<file path="config.mk">
export PLATFORM = sky130hd
export DESIGN_NAME = sync_fifo_ctrl
export DESIGN_NICKNAME = d
export VERILOG_FILES = /design/src/rtl/sync_fifo_ctrl.sv
export SDC_FILE = /design/constraint.sdc
export NUM_CORES = 1
export LEC_CHECK = 0
export BUFFER_PORTS_ARGS = -buffer_cell sky130_fd_sc_hd__buf_2
export CAP_MARGIN = 20
export CORE_UTILIZATION = 43
export DETAILED_ROUTE_END_ITERATION = 6
export GPL_TIMING_DRIVEN = 0
export HOLD_SLACK_MARGIN = 0.08
export PLACE_DENSITY_LB_ADDON = 0.12
export SYNTH_ARGS = -nofsm -noshare
export SYNTH_HDL_FRONTEND = slang
export SYNTH_SLANG_ARGS = --single-unit
</file>
<file path="constraint.sdc">
create_clock -name clock -period 7.67 [get_ports clock]
set_clock_uncertainty 0.15 [all_clocks]
set_input_delay 0.3835 -clock clock [delete_from_list [all_inputs] [get_ports clock]]
set_output_delay 0.3835 -clock clock [all_outputs]
set_load 0.05 [all_outputs]
</file>
<file path="src/rtl/sync_fifo_ctrl.sv">
`default_nettype none
// ============================================================================
// Module   : sync_fifo_ctrl
// Brief    : Push/pop FIFO controller driving one read-before-write
//            dual_port_ram. Define FIFO_ERR_EN to add sticky overflow and
//            underflow flags.
// Revision : 1.0 - initial release
// ============================================================================
module sync_fifo_ctrl #(
    parameter int DATA_WIDTH = 8,
    parameter int ADDR_WIDTH = 4
) (
    input  logic                  clock,
    input  logic                  resetn,
    input  logic                  push,
    input  logic [DATA_WIDTH-1:0] din,
    input  logic                  pop,
    output logic [DATA_WIDTH-1:0] dout,
    output logic                  dout_valid,
    output logic                  full,
    output logic                  empty,
    output logic [ADDR_WIDTH:0]   count,
    output logic                  we_enb,
    output logic [ADDR_WIDTH-1:0] wr_addr,
    output logic [DATA_WIDTH-1:0] data_in,
    output logic                  re_enb,
    output logic [ADDR_WIDTH-1:0] rd_addr,
    input  logic [DATA_WIDTH-1:0] ram_data_out
`ifdef FIFO_ERR_EN
    ,
    output logic                  overflow,
    output logic                  underflow
`endif
);

    localparam int c_PTR_W = ADDR_WIDTH + 1;

    logic [c_PTR_W-1:0] wptr_q, wptr_d;
    logic [c_PTR_W-1:0] rptr_q, rptr_d;
    logic [c_PTR_W-1:0] count_q, count_d;
    logic               dout_valid_q, dout_valid_d;
    logic               w_full, w_empty;
    logic               w_push_ok, w_pop_ok;

    // Flags come only from registered pointers; the extra MSB tells a full lap from none.
    assign w_empty = (wptr_q == rptr_q);
    assign w_full  = (wptr_q[ADDR_WIDTH-1:0] == rptr_q[ADDR_WIDTH-1:0]) &&
                     (wptr_q[ADDR_WIDTH] != rptr_q[ADDR_WIDTH]);

    // A pop frees a slot on the same edge, so a push at full is allowed alongside it.
    assign w_pop_ok  = pop & ~w_empty;
    assign w_push_ok = push & (~w_full | w_pop_ok);

    always_comb begin
        wptr_d       = wptr_q;
        rptr_d       = rptr_q;
        count_d      = count_q;
        dout_valid_d = w_pop_ok;
        if (w_push_ok) begin
            wptr_d = wptr_q + 1'b1;
        end
        if (w_pop_ok) begin
            rptr_d = rptr_q + 1'b1;
        end
        case ({w_push_ok, w_pop_ok})
            2'b10:   count_d = count_q + 1'b1;
            2'b01:   count_d = count_q - 1'b1;
            default: count_d = count_q;
        endcase
    end

    always_ff @(posedge clock or negedge resetn) begin
        if (!resetn) begin
            wptr_q       <= '0;
            rptr_q       <= '0;
            count_q      <= '0;
            dout_valid_q <= 1'b0;
        end else begin
            wptr_q       <= wptr_d;
            rptr_q       <= rptr_d;
            count_q      <= count_d;
            dout_valid_q <= dout_valid_d;
        end
    end

`ifdef FIFO_ERR_EN
    logic overflow_q, overflow_d;
    logic underflow_q, underflow_d;

    always_comb begin
        overflow_d  = overflow_q  | (push & ~w_push_ok);
        underflow_d = underflow_q | (pop  & ~w_pop_ok);
    end

    always_ff @(posedge clock or negedge resetn) begin
        if (!resetn) begin
            overflow_q  <= 1'b0;
            underflow_q <= 1'b0;
        end else begin
            overflow_q  <= overflow_d;
            underflow_q <= underflow_d;
        end
    end

    assign overflow  = overflow_q;
    assign underflow = underflow_q;
`endif

    assign we_enb     = w_push_ok;
    assign wr_addr    = wptr_q[ADDR_WIDTH-1:0];
    assign data_in    = din;
    assign re_enb     = w_pop_ok;
    assign rd_addr    = rptr_q[ADDR_WIDTH-1:0];
    assign dout       = ram_data_out;
    assign dout_valid = dout_valid_q;
    assign full       = w_full;
    assign empty      = w_empty;
    assign count      = count_q;

endmodule
`default_nettype wire
</file>
==> metrics.yaml, run 1 <==
timing:
  period_share_pct: 34.3
  finalMaxSlewViolations: 0
  rsz0062_at_grt: "false"
  worst_slew_pin_slew_ns: 0.341
  setup_viol: 0
  fmax_mhz: 380
  slew_headroom_pct: 76.6
  min_period_ns: 2.63
  setup_tns_ns: 0
  hold_viol: 0
synth:
  synth_fp_nets: 117
  synth-seq-cells: 16
  synthCells: 91
  syn_area_per_cell_um2: 11.4
  syn_area_um2: 1030
  yosysSeqAreaShare_pct: 38.7
  yosysWarnings: 0
  synth_cell_types: 22
critical_path:
  cp.required_ns: 7.75
  arrival_ns: 2.71
  cp_max_fo: 6
  reg2reg_slack_ns: 5.04
  worst_setup_path_start_kind: "flip-flop"
  reg2regPathDepth: 8
  critPathKind: "reg -> reg"
  crit_path_end_kind: "flip-flop"
power_and_ir_drop:
  pwr-share-clk_pct: 8.7
  swShare_pct: 52.2
  p_leak_uw: 0.000683
  seqPwrFrac_pct: 27.5
  total_power_uw: 673
  p_per_area_nw_per_um2: 517
  p_int_uw: 322
  ir_drop_mv: 0.313
  power.switching_uw: 351
  p_comb_share_pct: 63.8
status:
  status: "finished clean"
cts:
  htree_levels: 1
  post_cts_buffers: 0
  cts_buffers: 3
  cts-root-buf: "clkbuf_4"
  cts.reportedPaths.clkPinSlew_ns: 0.10
  cts_buffer_depth: 2
  worstSkewPairLatency_ns: 0.30
  cts_tree: "built"
  cts_sinks: 16
  ctsResizeCount: 0
global_routing:
  grt-ovfl-total: 0
  antenna_found_initial: 0
  grt_use_total_pct: 16.0
  grt_max_degree: 17
  grt_pass1_wl_um: 3080
  first_global_vias: 714
floorplan:
  die_area_um2: 2610
  die_x_um: 51.1
  die-height_um: 51.1
  start_util_pct: 46.3
  core_um2: 2230
  row_count: 17
  io_pins: 54
layout:
  final_nets: 160
  n_fill_cell: 199
  area_growth_pct: 25.8
  drive_gt1_share_pct: 53.4
  antenna_cells: 0
detailed_routing:
  routed_wl_um: 1780
  drcViolationCount: 0
  vias: 746
  wl_per_cell_um: 11.1
  ant_nets: 0
  drtIter0Drc: 7
  avgViaCountPerCell: 4.63
  firstDrtPassIters: 3
placed_design:
  hpwlAfterDp_um: 1380
  port_buffers: 37
  gp_congestion: 0.681
flow_run:
  cap_viol_max_count: 0
worst_hold_path:
  hp-class: "in -> reg"
  whs_path_depth: 2
[cell usage after synthesis]
master	number	share of area (%)
o211a_1	1	0.97
inv_1	1	0.36
mux2_1	2	2.2
nor2_1	2	0.73
mux2_2	1	1.1
nand4_1	4	2.4
xnor2_1	14	12
o31a_2	1	0.97
ha_1	5	6.0
buf_4	24	17
o21a_1	1	0.73
a21o_1	2	1.5
nand2_1	3	1.1
a21oi_1	2	0.97
xor2_1	4	3.4
nand4_2	1	1.2
dfrtp_1	16	39
mux2i_1	2	1.9
nor2_4	1	1.1
nand2b_1	1	0.60
mux2_4	2	2.9
fa_1	1	1.9
[worst max-delay path, stage by stage, from the launching register on]
cell	delay, ns
dfrtp_1	0.47
xnor2_1	0.20
nand4_2	0.20
o211a_1	0.38
fa_1	0.43
a21o_1	0.19
a21oi_1	0.16
mux2i_1	0.23
xnor2_1	0.14
[flip-flops by register name, indices dropped and copies added (netlist names)]
| signal | flops |
|---|---|
| dout_valid | 1 |
| count | 5 |
| wptr_q | 5 |
| rptr_q | 5 |
[final timing paths]
path,start,to
max,rptr_q[0],count[4]
min,pop,dout_valid
max reg2reg,rptr_q[0],count[4]
min reg2reg,count[4],count[4]
max in group asynchronous,resetn,wptr_q[0]
min in group asynchronous,resetn,count[0]
[layout make-up]
type                    instances  area (um2)  area share (%)
plain buffers                  24         180            13.8
clock buffers                   4        36.3            2.79
inverters                       1        3.75           0.288
multi-input cells              50         450            34.6
flip-flops and latches         16         400            30.8
well taps                      28        35.0            2.69
repair buffers                 38         195            15.0
[stage by stage]
step	worst slack, ns	instance area [um2]	std cells	hold WS (ns)	utilization [%]
after floorplan	5.21	1030	91	-0.0621	-
after global placement	5.05	1250	156	0.169	56.2
after detailed placement	5.05	1250	156	0.166	56.2
after CTS	5.02	1300	161	0.296	58.3
after global routing	4.80	1300	161	0.318	58.3
final	5.04	1300	161	0.295	58.3
[cell families (layout without fill, tap and decap cells)]
family          count (synthesis)  in the layout  synth area share, %
buf+inv                        25             67                 17.8
xor+xnor                       18             18                 15.2
flops                          16             16                 38.7
simple gates                   12             12                 7.13
compound gates                  7              7                 5.08
mux                             7              7                 8.10
fa+ha+maj                       6              6                 7.98
[layer usage]
| layer | track usage [%] | up-vias | part of all wire [%] |
|---|---|---|---|
| met2 | 25.4 | 50 | 43 |
| met4 | 8.33 | 0 | 2.2 |
| li1 | - | 365 | - |
| met5 | 0 | - | 0 |
| met1 | 20.3 | 325 | 42 |
| met3 | 2.98 | 6 | 12 |
[layout by cell type, fill, tap and decap left out, drive strengths merged]
master,netlist,final
a21o,2,2
a21oi,2,2
buf,24,61
clkbuf,0,4
dfrtp,16,16
dlygate4sd3,0,1
fa,1,1
ha,5,5
inv,1,1
mux2,5,5
mux2i,2,2
nand2,3,3
nand2b,1,1
nand4,5,5
nor2,3,3
o211a,1,1
o21a,1,1
o31a,1,1
xnor2,14,14
xor2,4,4
[power by group through the flow]
stage	clock [uW]	sequential (uW)	combinational (uW)
after floorplan	0	228	312
after global placement	0	185	423
after detailed placement	0	188	432
after CTS	59.4	186	434
after global routing	62.2	194	463
final	58.4	185	429
[what timing repair did]
item / 4_1_cts / 5_1_grt
endpoints found under the setup margin: 0 / 0
hold buffers: 1 / 0
hold endpoints to repair: 16 / 0
(Power assumes the default switching activity.)
==> run 2: changes to the inputs <==
- clock period: 7.67 -> 2.7 ns (I/O delays scaled with it)
==> run 2 against run 1 <==
Flip-flop and latch count is the same. Critical endpoint unchanged. Worst setup slack worse by 4.9 ns. Register-to-register slack worse by 4.9 ns. Wire length up 8.7%.
==> metrics.yaml, run 2 (synthesis results as in run 1) <==
layout:
  final_nets: 164
  post-route-util_pct: 60.6
  final_common_cell: "buf_2"
  drive_gt1_share_pct: 57.7
  fin_cells: 165
  area_growth_pct: 30.7
  antenna_cells: 0
  final_cell_mix: "buf_2 (37), buf_4 (27), xnor2_1 (13), dfrtp_1 (13), ha_1 (5)"
critical_path:
  crit_path_end_kind: "flip-flop"
  crit_top_cell: "xnor2_1"
  reg2regPathDepth: 8
  arrival_ns: 2.63
  worst_setup_path_start_kind: "flip-flop"
  cp_num_buf_inv: 0
  crit_chain: "xnor2_1, nand4_2, o211a_4, fa_1, a21o_1, a21oi_1, mux2i_1, xnor2_1"
  path_depth: 8
  crit_slowest_cell: "dfrtp_2"
  crit_family: "compound AO/OA/AOI/OAI gates"
  cp_max_fo: 6
  cp.required_ns: 2.78
  critPathKind: "reg -> reg"
  max_stage_delay_ns: 0.47
detailed_routing:
  routed_wl_um: 1940
  firstDrtPassIters: 4
  drcViolationCount: 0
  avgViaCountPerCell: 4.59
  ant_nets: 0
  drtIter0Drc: 8
  vias: 758
  wl_per_cell_um: 11.8
timing:
  setup_tns_ns: 0
  fin_ws_ns: 0.156
  hold_viol: 0
  finalMaxSlewViolations: 0
  period_share_pct: 94.2
  min_period_ns: 2.54
  fmax_mhz: 393
  slew_headroom_pct: 74.1
  worst_slew_pin_slew_ns: 0.378
  setup_viol: 0
flow_run:
  cap_viol_max_count: 0
floorplan:
  die-height_um: 51.1
  die_x_um: 51.1
  io_pins: 54
  core_um2: 2230
  row_count: 17
  start_util_pct: 46.3
  die_area_um2: 2610
cts:
  cts_tree: "built"
  worstSkewPairLatency_ns: 0.30
  cts.reportedPaths.clkPinSlew_ns: 0.10
  cts-root-buf: "clkbuf_4"
  cts_buffers: 3
  htree_levels: 1
  cts_sinks: 16
  cts_buffer_depth: 2
placed_design:
  placedCellCount: 156
  gp_congestion: 0.681
  port_buffers: 37
  dpl_worst_slack_ns: 0.0807
  hpwlAfterDp_um: 1380
global_routing:
  first_global_vias: 720
  grt_max_degree: 17
  grt_pass1_wl_um: 3100
  grt_use_total_pct: 16.0
  grt-ovfl-total: 0
  antenna_found_initial: 0
worst_hold_path:
  hp-class: "in -> async"
power_and_ir_drop:
  swShare_pct: 51.8
  seqPwrFrac_pct: 27.1
  p_int_uw: 959
  ir_drop_mv: 0.971
  power.switching_uw: 1030
  p_leak_uw: 0.000698
  p_per_area_nw_per_um2: 1470
  total_power_uw: 1990
  p_comb_share_pct: 64.5
  pwr-share-clk_pct: 8.4
status:
  status: "finished clean"
## run 2: power by group through the flow
| stage | clock [uW] | combinational [uW] | sequential (uW) |
|---|---|---|---|
| floorplan | 0 | 886 | 648 |
| global route | 176 | 1380 | 563 |
| CTS | 169 | 1230 | 529 |
| finish | 167 | 1290 | 539 |
| global placement | 0 | 1200 | 525 |
| detailed placement | 0 | 1230 | 533 |
## run 2: per-layer routing
metal | share of wire, % | GRT usage [%]
met4 | 1.8 | 8.33
met2 | 46 | 25.9
met3 | 11 | 2.98
met5 | 0 | 0
met1 | 42 | 20.1
## run 2: final timing paths
kind / start / end / slack (ns)
setup / recovery: rptr_q[0] / count[4] / 0.16
min in group clock: push / wptr_q[2] / 0.14
hold / removal: resetn / wptr_q[4] / 0.11
hold reg to reg: count[4] / count[4] / 0.34
max in group asynchronous: resetn / wptr_q[0] / 2.00
setup reg to reg: rptr_q[0] / count[4] / 0.16
## run 2: repair_timing
item	CTS	global route
setup buffers	0	3
hold endpoints to repair	17	0
hold buffers	2	0
endpoints found under the setup margin	0	2
resized for setup	0	6
## run 2: cell type report
| cell class | instances | area (um2) |
|---|---|---|
| buffer | 24 | 180 |
| clock buffer | 4 | 36.3 |
| fill | 195 | 881 |
| inverter | 1 | 3.75 |
| multi-input combinational | 50 | 465 |
| sequential | 16 | 404 |
| tap | 28 | 35.0 |
| timing repair buffer | 42 | 228 |
## run 2: through the flow
stage / instance area, um2 / hold slack (ns)
2_1_floorplan: 1030 / -0.311
3_3_place_gp: 1250 / -0.0790
3_5_place_dp: 1250 / -0.0824
4_1_cts: 1310 / 0.135
5_1_grt: 1350 / 0.152
6_report: 1350 / 0.108
==> run 3: changes to the inputs <==
- BUFFER_PORTS_ARGS: -buffer_cell sky130_fd_sc_hd__buf_2 -> unset
- DONT_BUFFER_PORTS: unset -> 1
==> run 3 against run 2 <==
Flip-flop and latch count stayed put. Highest routed layer is now met3. Register-to-register slack improved by 0.05 ns. Largest cell class unchanged. First-iteration DRC count decreased by 13%. Non-clock buffer count down 38. Count of clock-buffer cells in the layout unchanged.
==> metrics.yaml, run 3 (synthesis results as in run 1) <==
status:
  status: "finished clean"
timing:
  fin_ws_ns: 0.201
  worst_slew_pin_slew_ns: 0.888
  finalMaxSlewViolations: 0
  hold_viol: 0
  fmax_mhz: 400
  period_share_pct: 92.6
  slew_headroom_pct: 40.6
  min_period_ns: 2.50
  setup_viol: 0
  setup_tns_ns: 0
critical_path:
  cp_max_fo: 6
  arrival_ns: 2.56
  critPathKind: "reg -> reg"
  cp.required_ns: 2.76
  worst_setup_path_start_kind: "flip-flop"
  crit_path_end_kind: "flip-flop"
placed_design:
  placedCellCount: 119
  dpl_worst_slack_ns: 0.0407
  gp_congestion: 0.733
  port_buffers: 0
  hpwlAfterDp_um: 1280
floorplan:
  io_pins: 54
  start_util_pct: 46.3
  core_um2: 2230
  die_x_um: 51.1
  die_area_um2: 2610
  die-height_um: 51.1
  row_count: 17
layout:
  ff_latch_area_um2: 405
  post-route-util_pct: 52.5
  fin_cells: 127
  multi_input_area_um2: 480
  final_common_cell: "buf_4"
  final_nets: 126
  antenna_cells: 0
  drive_gt1_share_pct: 45.5
  n_fill_cell: 191
  area_growth_pct: 13.4
  final_cell_mix: "buf_4 (27), dfrtp_1 (12), xnor2_1 (11)"
global_routing:
  antenna_found_initial: 0
  grt_use_total_pct: 13.9
  first_global_vias: 624
  grt_max_degree: 17
  grt_pass1_wl_um: 2680
  grt-ovfl-total: 0
cts:
  htree_levels: 1
  cts_tree: "built"
  cts_buffers: 3
  worstSkewPairLatency_ns: 0.29
  cts_sinks: 16
  cts-root-buf: "clkbuf_4"
  cts_buffer_depth: 2
  cts.reportedPaths.clkPinSlew_ns: 0.10
detailed_routing:
  routed_wl_um: 1760
  firstDrtPassIters: 4
  ant_nets: 0
  vias: 638
  drcViolationCount: 0
  drtIter0Drc: 7
  avgViaCountPerCell: 5.02
  wl_per_cell_um: 13.9
worst_hold_path:
  hp-class: "in -> reg"
flow_run:
  cap_viol_max_count: 0
==> run 3: path summary, 6_finish.rpt <==
kind	slack [ns]	end	start	cells past startpoint
setup / recovery	0.20	count[4]	wptr_q[0]	8
hold / removal	0.12	count[0]	pop	3
setup reg to reg	0.20	count[4]	wptr_q[0]	8
hold reg to reg	0.39	wptr_q[0]	wptr_q[0]	1
max in group asynchronous	1.69	wptr_q[0]	resetn	1
min in group asynchronous	0.19	count[0]	resetn	1
==> run 3: what timing repair did <==
| action | in CTS | in global routing |
|---|---|---|
| hold endpoints to repair | 16 | 0 |
| pin swaps | 0 | 2 |
| hold buffers | 1 | 0 |
| gates resized for setup | 1 | 8 |
| cloned | 0 | 0 |
| setup endpoints to repair | 1 | 2 |
| buffers inserted | 0 | 3 |
==> run 3: layer usage <==
layer	global-route usage [%]	vias to the layer above	wire (um)
met1	17.7	296	767
li1	-	295	-
met4	4.17	0	0
met2	23.0	47	817
met5	0	-	0
met3	3.57	0	175
==> run 3: stage by stage <==
stage               cell area (um2)  hold WS, ns
finish                         1170        0.115
global route                   1170        0.121
CTS                            1120        0.123
detailed placement             1070       -0.310
global placement               1070       -0.310
floorplan                      1030       -0.311
==> run 3: cell type report <==
type,count,share of cell area (%)
plain buffers,24,15.4
flip-flops and latches,16,34.5
well taps,28,2.99
repair buffers,4,2.77
clock buffers,4,3.09
inverters,1,0.320
multi-input cells,50,40.9
==> run 3: critical path: stages (launching register included) <==
cell and delay (ns):
dfrtp_2 0.46, xnor2_1 0.19, nand4_2 0.18, o211a_4 0.31
fa_1 0.41, a21o_1 0.19, a21oi_1 0.16, mux2i_1 0.24
xnor2_1 0.14
Power of run 3 is not shown: default switching activity piles up to over one toggle a cycle in this logic, so the estimate is an artifact.
